**config.mk**
```make
export PLATFORM = sky130hd
export DESIGN_NAME = dvs_aer_transmitter_flat
export DESIGN_NICKNAME = d
export VERILOG_FILES = /design/src/rtl/dvs_ravens_pkg.sv /design/src/rtl/dvs_aer_transmitter_if.sv /design/src/rtl/dvs_sync_2ff.sv /design/src/rtl/dvs_aer_transmitter.sv /design/src/flat_wrapper.sv
export SDC_FILE = /design/constraint.sdc
export NUM_CORES = 1
export LEC_CHECK = 0
export CELL_PAD_IN_SITES_DETAIL_PLACEMENT = 0
export CELL_PAD_IN_SITES_GLOBAL_PLACEMENT = 1
export CORE_MARGIN = 5
export CORE_UTILIZATION = 37
export DETAILED_ROUTE_END_ITERATION = 7
export GPL_ROUTABILITY_DRIVEN = 1
export PLACE_DENSITY_LB_ADDON = 0.1
export SLEW_MARGIN = 0
export SYNTH_ARGS = -nofsm -noshare
export SYNTH_HDL_FRONTEND = slang
export SYNTH_SLANG_ARGS = --single-unit
```
**constraint.sdc**
```tcl
create_clock -name clk -period 1.5 [get_ports clk]
set_input_delay 0.375 -clock clk [delete_from_list [all_inputs] [get_ports clk]]
set_output_delay 0.375 -clock clk [all_outputs]
set_load 0.01 [all_outputs]
```
**src/rtl/dvs_ravens_pkg.sv**
```systemverilog
// rtl/dvs_ravens_pkg.sv - shared DVS AER widths, event type, FSM encoding and word builders
// Purpose: common definitions for the DVS AER transmitter/receiver pair.
// Contents: address widths, AER bus width, dvs_event_t, transmitter FSM
//           states, and helpers that pack Y and X/polarity words onto the bus.
package dvs_ravens_pkg;

  localparam int DVS_X_ADDR_BITS = 7;
  localparam int DVS_Y_ADDR_BITS = 7;
  localparam int AER_BUS_BITS    = 10;

  typedef struct packed {
    logic [DVS_X_ADDR_BITS-1:0] x;
    logic [DVS_Y_ADDR_BITS-1:0] y;
    logic                       polarity;
  } dvs_event_t;

  typedef enum logic [1:0] {
    ST_IDLE        = 2'd0,
    ST_SETUP       = 2'd1,
    ST_REQ_ASSERT  = 2'd2,
    ST_REQ_RELEASE = 2'd3
  } aer_tx_state_t;

  // Y word: row address in the low bits, remaining bits zero.
  function automatic logic [AER_BUS_BITS-1:0] aer_y_word(input logic [DVS_Y_ADDR_BITS-1:0] y);
    logic [AER_BUS_BITS-1:0] w;
    w = '0;
    w[DVS_Y_ADDR_BITS-1:0] = y;
    return w;
  endfunction

  // X word: column above the polarity bit, remaining bits zero.
  function automatic logic [AER_BUS_BITS-1:0] aer_x_word(input logic [DVS_X_ADDR_BITS-1:0] x,
                                                         input logic                       pol);
    logic [AER_BUS_BITS-1:0] w;
    w = '0;
    w[DVS_X_ADDR_BITS:1] = x;
    w[0] = pol;
    return w;
  endfunction

endpackage

```
**src/rtl/dvs_aer_transmitter_if.sv**
```systemverilog
// rtl/dvs_aer_transmitter_if.sv - event input and AER bus bundle for the DVS AER transmitter
// Purpose: groups the event valid/ready port, the AER bus and the status flags.
// Signals: in_valid/in_ready/in_x/in_y/in_polarity (event in), aer/xsel/req/ack
//          (AER 4-phase bus), busy/ack_timeout (status).
// Modports: master = transmitter side, slave = event source / AER receiver side.
interface dvs_aer_transmitter_if;
  import dvs_ravens_pkg::*;

  logic                       in_valid;
  logic                       in_ready;
  logic [DVS_X_ADDR_BITS-1:0] in_x;
  logic [DVS_Y_ADDR_BITS-1:0] in_y;
  logic                       in_polarity;
  logic [AER_BUS_BITS-1:0]    aer;
  logic                       xsel;
  logic                       req;
  logic                       ack;
  logic                       busy;
  logic                       ack_timeout;

  modport master (
    input  in_valid, in_x, in_y, in_polarity, ack,
    output in_ready, aer, xsel, req, busy, ack_timeout
  );

  modport slave (
    output in_valid, in_x, in_y, in_polarity, ack,
    input  in_ready, aer, xsel, req, busy, ack_timeout
  );

endinterface

```
**src/rtl/dvs_sync_2ff.sv**
```systemverilog
// rtl/dvs_sync_2ff.sv - two-flop synchroniser for asynchronous level inputs
// Purpose: brings asynchronous level signals into the clk domain.
// Ports: clk (clock), rst (async active-high reset, clears both stages),
//        d (asynchronous input), q (synchronised output, two cycles of latency).
module dvs_sync_2ff #(
  parameter int WIDTH = 1
) (
  input  logic             clk,
  input  logic             rst,
  input  logic [WIDTH-1:0] d,
  output logic [WIDTH-1:0] q
);

  logic [WIDTH-1:0] meta;

  always_ff @(posedge clk or posedge rst) begin
    if (rst) begin
      meta <= '0;
      q    <= '0;
    end else begin
      meta <= d;
      q    <= meta;
    end
  end

endmodule

```
**src/rtl/dvs_aer_transmitter.sv**
```systemverilog
// rtl/dvs_aer_transmitter.sv - DVS AER 4-phase sender with row grouping and ack timeout
// Purpose: accepts (x, y, polarity) events and sends each one as an optional Y word
//          followed by an X/polarity word on the AER bus, skipping Y when the row repeats.
// Ports: clk (clock), rst (async active-high reset),
//        bus (master modport): in_valid/in_ready/in_x/in_y/in_polarity event input,
//        aer/xsel/req out and ack in for the AER handshake, busy and sticky ack_timeout.
module dvs_aer_transmitter
  import dvs_ravens_pkg::*;
#(
  parameter int SETUP_CYCLES       = 4,
  parameter int ACK_TIMEOUT_CYCLES = 1024
) (
  input  logic                  clk,
  input  logic                  rst,
  dvs_aer_transmitter_if.master bus
);

  localparam int CNT_MAX = (SETUP_CYCLES > ACK_TIMEOUT_CYCLES) ? SETUP_CYCLES : ACK_TIMEOUT_CYCLES;
  localparam int CNT_W   = $clog2(CNT_MAX + 1);
  localparam logic [CNT_W-1:0] SETUP_LAST = CNT_W'(SETUP_CYCLES - 1);
  localparam logic [CNT_W-1:0] TMO_LAST   = CNT_W'((ACK_TIMEOUT_CYCLES == 0) ? 0 : ACK_TIMEOUT_CYCLES - 1);
  localparam bit TMO_ENABLED = (ACK_TIMEOUT_CYCLES != 0);

  aer_tx_state_t              state, state_next;
  logic [CNT_W-1:0]           cnt;
  logic [0:0]                 ack_synced;
  dvs_event_t                 ev_q;
  logic [DVS_Y_ADDR_BITS-1:0] last_y;
  logic                       last_y_valid;
  logic [AER_BUS_BITS-1:0]    aer_q;
  logic                       xsel_q;
  logic                       req_q;
  logic                       ack_timeout_q;

  logic in_ready_c;
  logic busy_c;
  logic accept;
  logic send_y;
  logic y_done;
  logic timeout_hit;
  logic timeout_evt;

  dvs_sync_2ff #(.WIDTH(1)) u_ack_sync (
    .clk (clk),
    .rst (rst),
    .d   (bus.ack),
    .q   (ack_synced)
  );

  assign timeout_hit = TMO_ENABLED && (cnt == TMO_LAST);
  assign send_y      = !last_y_valid || (bus.in_y != last_y);

  // State register
  always_ff @(posedge clk or posedge rst) begin
    if (rst) state <= ST_IDLE;
    else     state <= state_next;
  end

  // Next-state logic
  always_comb begin
    state_next = state;
    unique case (state)
      ST_IDLE:        if (accept) state_next = ST_SETUP;
      ST_SETUP:       if (cnt == SETUP_LAST) state_next = ST_REQ_ASSERT;
      ST_REQ_ASSERT: begin
        if (ack_synced[0])    state_next = ST_REQ_RELEASE;
        else if (timeout_hit) state_next = ST_IDLE;
      end
      ST_REQ_RELEASE: begin
        // An X word closes the event; a Y word is followed by its X word.
        if (!ack_synced[0])   state_next = xsel_q ? ST_IDLE : ST_SETUP;
        else if (timeout_hit) state_next = ST_IDLE;
      end
      default:        state_next = ST_IDLE;
    endcase
  end

  // Output / control decode
  always_comb begin
    // IDLE refuses new events while a stale ack (left over after a timeout) is still high.
    in_ready_c  = (state == ST_IDLE) && !ack_synced[0] && !rst;
    busy_c      = (state != ST_IDLE);
    accept      = bus.in_valid && in_ready_c;
    y_done      = (state == ST_REQ_RELEASE) && !ack_synced[0] && !xsel_q;
    timeout_evt = ((state == ST_REQ_ASSERT)  && !ack_synced[0] && timeout_hit) ||
                  ((state == ST_REQ_RELEASE) &&  ack_synced[0] && timeout_hit);
  end

  // Shared setup/timeout counter: restarts on every state change, saturates otherwise.
  always_ff @(posedge clk or posedge rst) begin
    if (rst) begin
      cnt <= '0;
    end else if (state_next != state) begin
      cnt <= '0;
    end else if (cnt != {CNT_W{1'b1}}) begin
      cnt <= cnt + 1'b1;
    end
  end

  // Datapath: latched event, bus word, row register, registered req and sticky error.
  always_ff @(posedge clk or posedge rst) begin
    if (rst) begin
      ev_q          <= '0;
      aer_q         <= '0;
      xsel_q        <= 1'b0;
      req_q         <= 1'b0;
      last_y        <= '0;
      last_y_valid  <= 1'b0;
      ack_timeout_q <= 1'b0;
    end else begin
      req_q <= (state_next == ST_REQ_ASSERT);
      if (accept) begin
        ev_q.x        <= bus.in_x;
        ev_q.y        <= bus.in_y;
        ev_q.polarity <= bus.in_polarity;
        if (send_y) begin
          aer_q  <= aer_y_word(bus.in_y);
          xsel_q <= 1'b0;
        end else begin
          aer_q  <= aer_x_word(bus.in_x, bus.in_polarity);
          xsel_q <= 1'b1;
        end
      end
      if (y_done) begin
        last_y       <= ev_q.y;
        last_y_valid <= 1'b1;
        aer_q        <= aer_x_word(ev_q.x, ev_q.polarity);
        xsel_q       <= 1'b1;
      end
      // The receiver may have seen a partial event, so the next event restarts with its row.
      if (timeout_evt) begin
        last_y_valid  <= 1'b0;
        ack_timeout_q <= 1'b1;
      end
    end
  end

  assign bus.in_ready    = in_ready_c;
  assign bus.busy        = busy_c;
  assign bus.aer         = aer_q;
  assign bus.xsel        = xsel_q;
  assign bus.req         = req_q;
  assign bus.ack_timeout = ack_timeout_q;

endmodule

```
**src/flat_wrapper.sv**
```systemverilog
// flat-port wrapper written by rule: the top's interface ports become plain ports
module dvs_aer_transmitter_flat import dvs_ravens_pkg::*;
#(
  parameter int SETUP_CYCLES       = 4,
  parameter int ACK_TIMEOUT_CYCLES = 1024
)
  (clk, rst, bus_in_valid, bus_in_x, bus_in_y, bus_in_polarity, bus_ack, bus_in_ready, bus_aer, bus_xsel, bus_req, bus_busy, bus_ack_timeout);
  dvs_aer_transmitter_if bus_i ();
  input  logic clk;
  input  logic rst;
  input wire logic [$bits(bus_i.in_valid)-1:0] bus_in_valid;
  input wire logic [$bits(bus_i.in_x)-1:0] bus_in_x;
  input wire logic [$bits(bus_i.in_y)-1:0] bus_in_y;
  input wire logic [$bits(bus_i.in_polarity)-1:0] bus_in_polarity;
  input wire logic [$bits(bus_i.ack)-1:0] bus_ack;
  output wire logic [$bits(bus_i.in_ready)-1:0] bus_in_ready;
  output wire logic [$bits(bus_i.aer)-1:0] bus_aer;
  output wire logic [$bits(bus_i.xsel)-1:0] bus_xsel;
  output wire logic [$bits(bus_i.req)-1:0] bus_req;
  output wire logic [$bits(bus_i.busy)-1:0] bus_busy;
  output wire logic [$bits(bus_i.ack_timeout)-1:0] bus_ack_timeout;
  assign bus_i.in_valid = bus_in_valid;
  assign bus_i.in_x = bus_in_x;
  assign bus_i.in_y = bus_in_y;
  assign bus_i.in_polarity = bus_in_polarity;
  assign bus_i.ack = bus_ack;
  assign bus_in_ready = bus_i.in_ready;
  assign bus_aer = bus_i.aer;
  assign bus_xsel = bus_i.xsel;
  assign bus_req = bus_i.req;
  assign bus_busy = bus_i.busy;
  assign bus_ack_timeout = bus_i.ack_timeout;
  dvs_aer_transmitter #(.SETUP_CYCLES(SETUP_CYCLES), .ACK_TIMEOUT_CYCLES(ACK_TIMEOUT_CYCLES)) u_core (.clk(clk), .rst(rst), .bus(bus_i));
endmodule
```
# Yosys cells after proc, flatten, opt, wreduce, memory -nomap -nowiden
# Index checks and enable logic that the tools add are counted.
# totals
reg_bits	51
out_inout_bits	15
# classes
addsub	1
n_eq_ne	9
muxes	17
reduce_logical	20
# ops
op	count
2-to-1 mux 11 bit	2
2-to-1 mux 10 bit	2
adder 11 x 1 -> 11 bit (second input constant)	1
== test 11 x 10 -> 1 bit (second input constant)	1
== test 11 x 2 -> 1 bit (second input constant)	1
inequality test 11 bit (second input constant)	1
2-to-1 mux 2 bit	5
logical AND 1 bit	9
2-to-1 mux 8 bit	1
case mux 2 bit (4 select lines)	1
nonzero test 2 bit	4
inequality test 7 bit	1
== test 2 bit (second input constant)	3
2-to-1 mux 1 bit	6
logical NOT 1 bit	4
== test 2 x 1 -> 1 bit (second input constant)	1
logical NOT 2 bit	1
logical OR 1 bit	2
inequality test 2 bit	1

# Depth between registers and ports, before layout
# depth
depth_word	8
mapped_depth	7
depth_no_buf	5

# By module
# A second synthesis with hierarchy kept.
# unflattened
cells_unflattened	251
area_unflattened_um2	2362.3
# modules_own_cells
module	n_inst	cells_per_inst	area_each_um2	seq_area_each_um2
dvs_aer_transmitter	1	248	2308.5	1176.1
dvs_sync_2ff	1	3	53.8	50.0

# Worst setup path after synthesis
# Ideal clock, no wire load.
# synth_path
path_type	reg-to-reg
from	reg u_core.cnt[0]
to	reg u_core.state[1]
setup_time_ns	0.076
arrival_time_ns	1.513
required_time_ns	1.424
setup_slack_ns	-0.089
path_stages_with_launch	7
n_path_buf	1
path_cell_list	dfrtp_1 > ha_1 > and3_1 > and3_1 > buf_2 > maj3_2 > o21ai_1
# synth_between
elab_chain_cells	4
# synth_lines
item	line	source
start: declaration	dvs_aer_transmitter.sv:25	logic [CNT_W-1:0] cnt;
start signal: assignment	dvs_aer_transmitter.sv:96	cnt <= cnt + 1'b1;
== test 11 x 10 -> 1 bit	dvs_aer_transmitter.sv:50	assign timeout_hit = TMO_ENABLED && (cnt == TMO_LAST);
2-to-1 mux 2 bit	dvs_aer_transmitter.sv:67, dvs_aer_transmitter.sv:72	
2-to-1 mux 2 bit, on equally long branches	dvs_aer_transmitter.sv:71, dvs_aer_transmitter.sv:66	
case mux 2 bit (4 select lines) *	dvs_aer_transmitter.sv:62	unique case (state)
named net u_core.state_next[1]	dvs_aer_transmitter.sv:24	aer_tx_state_t state, state_next;
end signal: assignment	dvs_aer_transmitter.sv:56	else state <= state_next;
end: declaration	dvs_aer_transmitter.sv:24	
# Mark *: on every way through the listed nets, which the timed path passes. The rest lies on a longest branch.
# A chain may end at the register's enable or synchronous reset.

# Final worst setup path
# layout_path
from	reg u_core.cnt[6]
to	reg u_core.cnt[8]
# layout_between
elab_chain_cells	6
# layout_lines
item	line	source
== test 11 x 10 -> 1 bit	dvs_aer_transmitter.sv:50	
2-to-1 mux 2 bit	dvs_aer_transmitter.sv:67, dvs_aer_transmitter.sv:72	
2-to-1 mux 2 bit, on equally long branches	dvs_aer_transmitter.sv:71, dvs_aer_transmitter.sv:66	
case mux 2 bit (4 select lines)	dvs_aer_transmitter.sv:62	
inequality test 2 bit	dvs_aer_transmitter.sv:93	end else if (state_next != state) begin
2-to-1 mux 11 bit / nonzero test 2 bit (equally long branches)	-	
# Parallel ways exist; a longest one is shown, timed or not. The select of a mux whose other input is x is not followed.

==> run metrics <==
Core Box Area 6350 um^2; Worst-path clk slew 0.09 ns; pre-CTS setup slack -0.5858 ns; Max Clock Freq 623.7 MHz; Placed Area 3174 um^2; Worst setup SP type flop; Reg2Reg Setup Slack -0.10 ns; Synth Flop Type dfrtp_1; VDD IR max 0.7288 mV; Wirelength per Cell 14.48 um; CP max-delay cell nor4_2; pin count of the biggest net entering global routing 50; final hold violations 0; vias per inst 4.967; Detailed Route WL 6.154 mm; synthesized cell area 2417 um^2; CP Buf/Inv Count 1; Max Cap Viol 0; CP max stage delay 0.43 ns; Static Leak 0.001783 uW; Seq cells post-synth 49; number of synthesis warnings 0; row cnt 29; Synth top area share 50.72%; PnR worst setup slack -0.1033 ns; Post-synth EDFFs 0; number of fillers in the final layout 611; DRT Pass-1 Iters 4; first-pass GRT wire length 10.46 mm; vias in the first global route 2180; htree depth 2; largest cells by area after synthesis dfrtp_1 51%, nand2_1 9.2%, o211ai_1 4.3%, a31oi_1 2.8%, nor2_1 2.8%; Hold Buf Count CTS 0; top cells by count, synth 59 x nand2_1, 49 x dfrtp_1, 18 x nor2_1; die width 90.83 um; Setup crit end kind flop; cell count after synthesis 256; pwr/cell area 1404 nW/um^2; fin crit share 106.9%; worst path cell trace nor4_2, a31oi_4, o32ai_2, buf_4, nor3_2; clk_lat worst skew 0.31 ns; Setup violations, final 26; Slew Viols, Final 0; Die Span Y 90.83 um; Final ANT Viol Nets 0; clk_skew 0.008852 ns; initial core utilization 38.07%; root cell of the clock tree clkbuf_8; layout cells sized above 1 37.07%; final net count 367; failing checks setup timing; RD Place Congestion 0.7677; grt ovf 0; min Tclk post-route 1.603 ns; Worst EP required 1.71 ns; DRC 0; 1st-iter DRT viols 42; power consumption 5160 uW; Crit path arrival time 1.81 ns; Synth area leader dfrtp_1; # placed instances 404; Tot GR Track Use 15.36%; post-route cell area 3676 um^2; unrepaired setup endpoints after global routing true; Syn-to-layout area delta 52.07%; family with the most delay on the worst path simple AND/OR/NAND/NOR gates; count leader, synth nand2_1; # diodes 0; Synth cell types 47; Finished Layout Cells 425; Crit Path Class reg2reg; final core occ 57.89%; asr flop ratio synth 100.0%; clock buffer depth 2; initial antenna violation count 0; DR vias 2111; CTS sink cnt 49; port buffer count 31; largest fanout on the critical path 5; IO Pins 34; HPWL after detailed placement 4.072 mm; mean post-synth cell area 9.443 um^2; sequential fraction of the synthesis area 50.72%; outcome finished, violations left; die area 8250 um^2; CTS Buf Count 5; CTS tree built; Hold Path Class reg2reg
## layout by cell type (no fill, tap or decap), types with 3 or more instances in the layout
master,n
nand4_1,3
nand3_1,5
buf_4,51
o211ai_1,14
o21ai_1,4
clkbuf_8,7
nand2_1,42
nand2_4,9
dlymetal6s2s_1,3
clkdlybuf4s50_1,13
o21ai_2,6
nor3_2,3
xor2_1,5
buf_6,8
buf_12,3
inv_1,11
dlygate4sd2_1,13
o21ai_0,4
nor2_1,15
dfrtp_1,49
xnor2_1,7
nand2_2,8
nor2_2,3
a31oi_1,9
## state kept, by name, summed over array words and instances, names as in the netlist, 2 cells and up
name,cells
u_core.ev_q,15
u_core.cnt,11
u_core.state,2
u_core.last_y,7
u_core.bus.aer,8
## routing by layer
metal	up-vias	track usage [%]	part of all wire, %	wire length, um
li1	1069	-	-	-
met4	0	4.401	1.2	72
met1	1015	20.67	47	2892
met3	6	3.667	3.6	219
met2	21	24.58	48	2969
met5	-	0	0	0
## report_power, final
part           switching (uW)  internal [uW]
sequential                274           1790
clock                     452            418
combinational            1050           1180
total                    1770           3390
## layout make-up
cell class / count / area, um^2 / area share, %
multi-input combinational: 181 / 1277 / 34.75
sequential: 49 / 1226 / 33.36
clock buffer: 7 / 96.34 / 2.621
timing repair buffer: 97 / 919.6 / 25.02
clock inverter: 1 / 5.005 / 0.1361
inverter: 13 / 55.05 / 1.498
tap: 77 / 96.34 / 2.621
## path summary, 6_finish.rpt
| path | start | endpoint | cells past startpoint |
|---|---|---|---|
| setup / recovery | u_core.cnt[6]$_DFFE_PP0P_ | u_core.cnt[8]$_DFFE_PP0P_ | 5 |
| hold / removal | u_core.u_ack_sync.meta$_DFF_PP0_ | u_core.u_ack_sync.q$_DFF_PP0_ | 0 |
| setup reg to reg | u_core.cnt[6]$_DFFE_PP0P_ | u_core.cnt[8]$_DFFE_PP0P_ | 5 |
| hold reg to reg | u_core.u_ack_sync.meta$_DFF_PP0_ | u_core.u_ack_sync.q$_DFF_PP0_ | 0 |
| max in group asynchronous | rst | u_core.last_y[2]$_DFFE_PP0P_ | 4 |
| min in group asynchronous | rst | u_core.u_ack_sync.q$_DFF_PP0_ | 4 |
## kinds of logic (layout without fill, tap and decap cells)
| family | count (synthesis) | in the layout | synth area share (%) |
|---|---|---|---|
| and+or+nand+nor | 110 | 110 | 21.84 |
| AOI/OAI and AO/OA | 53 | 53 | 14.86 |
| DFF | 49 | 49 | 50.72 |
| buffers and inverters | 27 | 118 | 6.263 |
| xor gates and xnor gates | 12 | 12 | 4.348 |
| adders and majority gates | 2 | 2 | 0.9833 |
| muxes | 2 | 2 | 0.8282 |
| other | 1 | 2 | 0.1551 |
## through the flow
stage	hold slack, ns	setup TNS, ns
floorplan	0.3312	-0.04348
global placement	0.3598	-15.12
detailed placement	0.3591	-15.56
CTS	0.3803	-0.9640
global route	0.3857	-4.545
finish	0.3751	-1.592
## timing repair
action                                 CTS  global route
endpoints found under the hold margin    0             0
buffers inserted                         5             6
gates resized for setup                 44            59
setup endpoints to repair               51            42
gates cloned                             2             1
pin swaps                               19            29
Power figures use the tool's default switching activity.
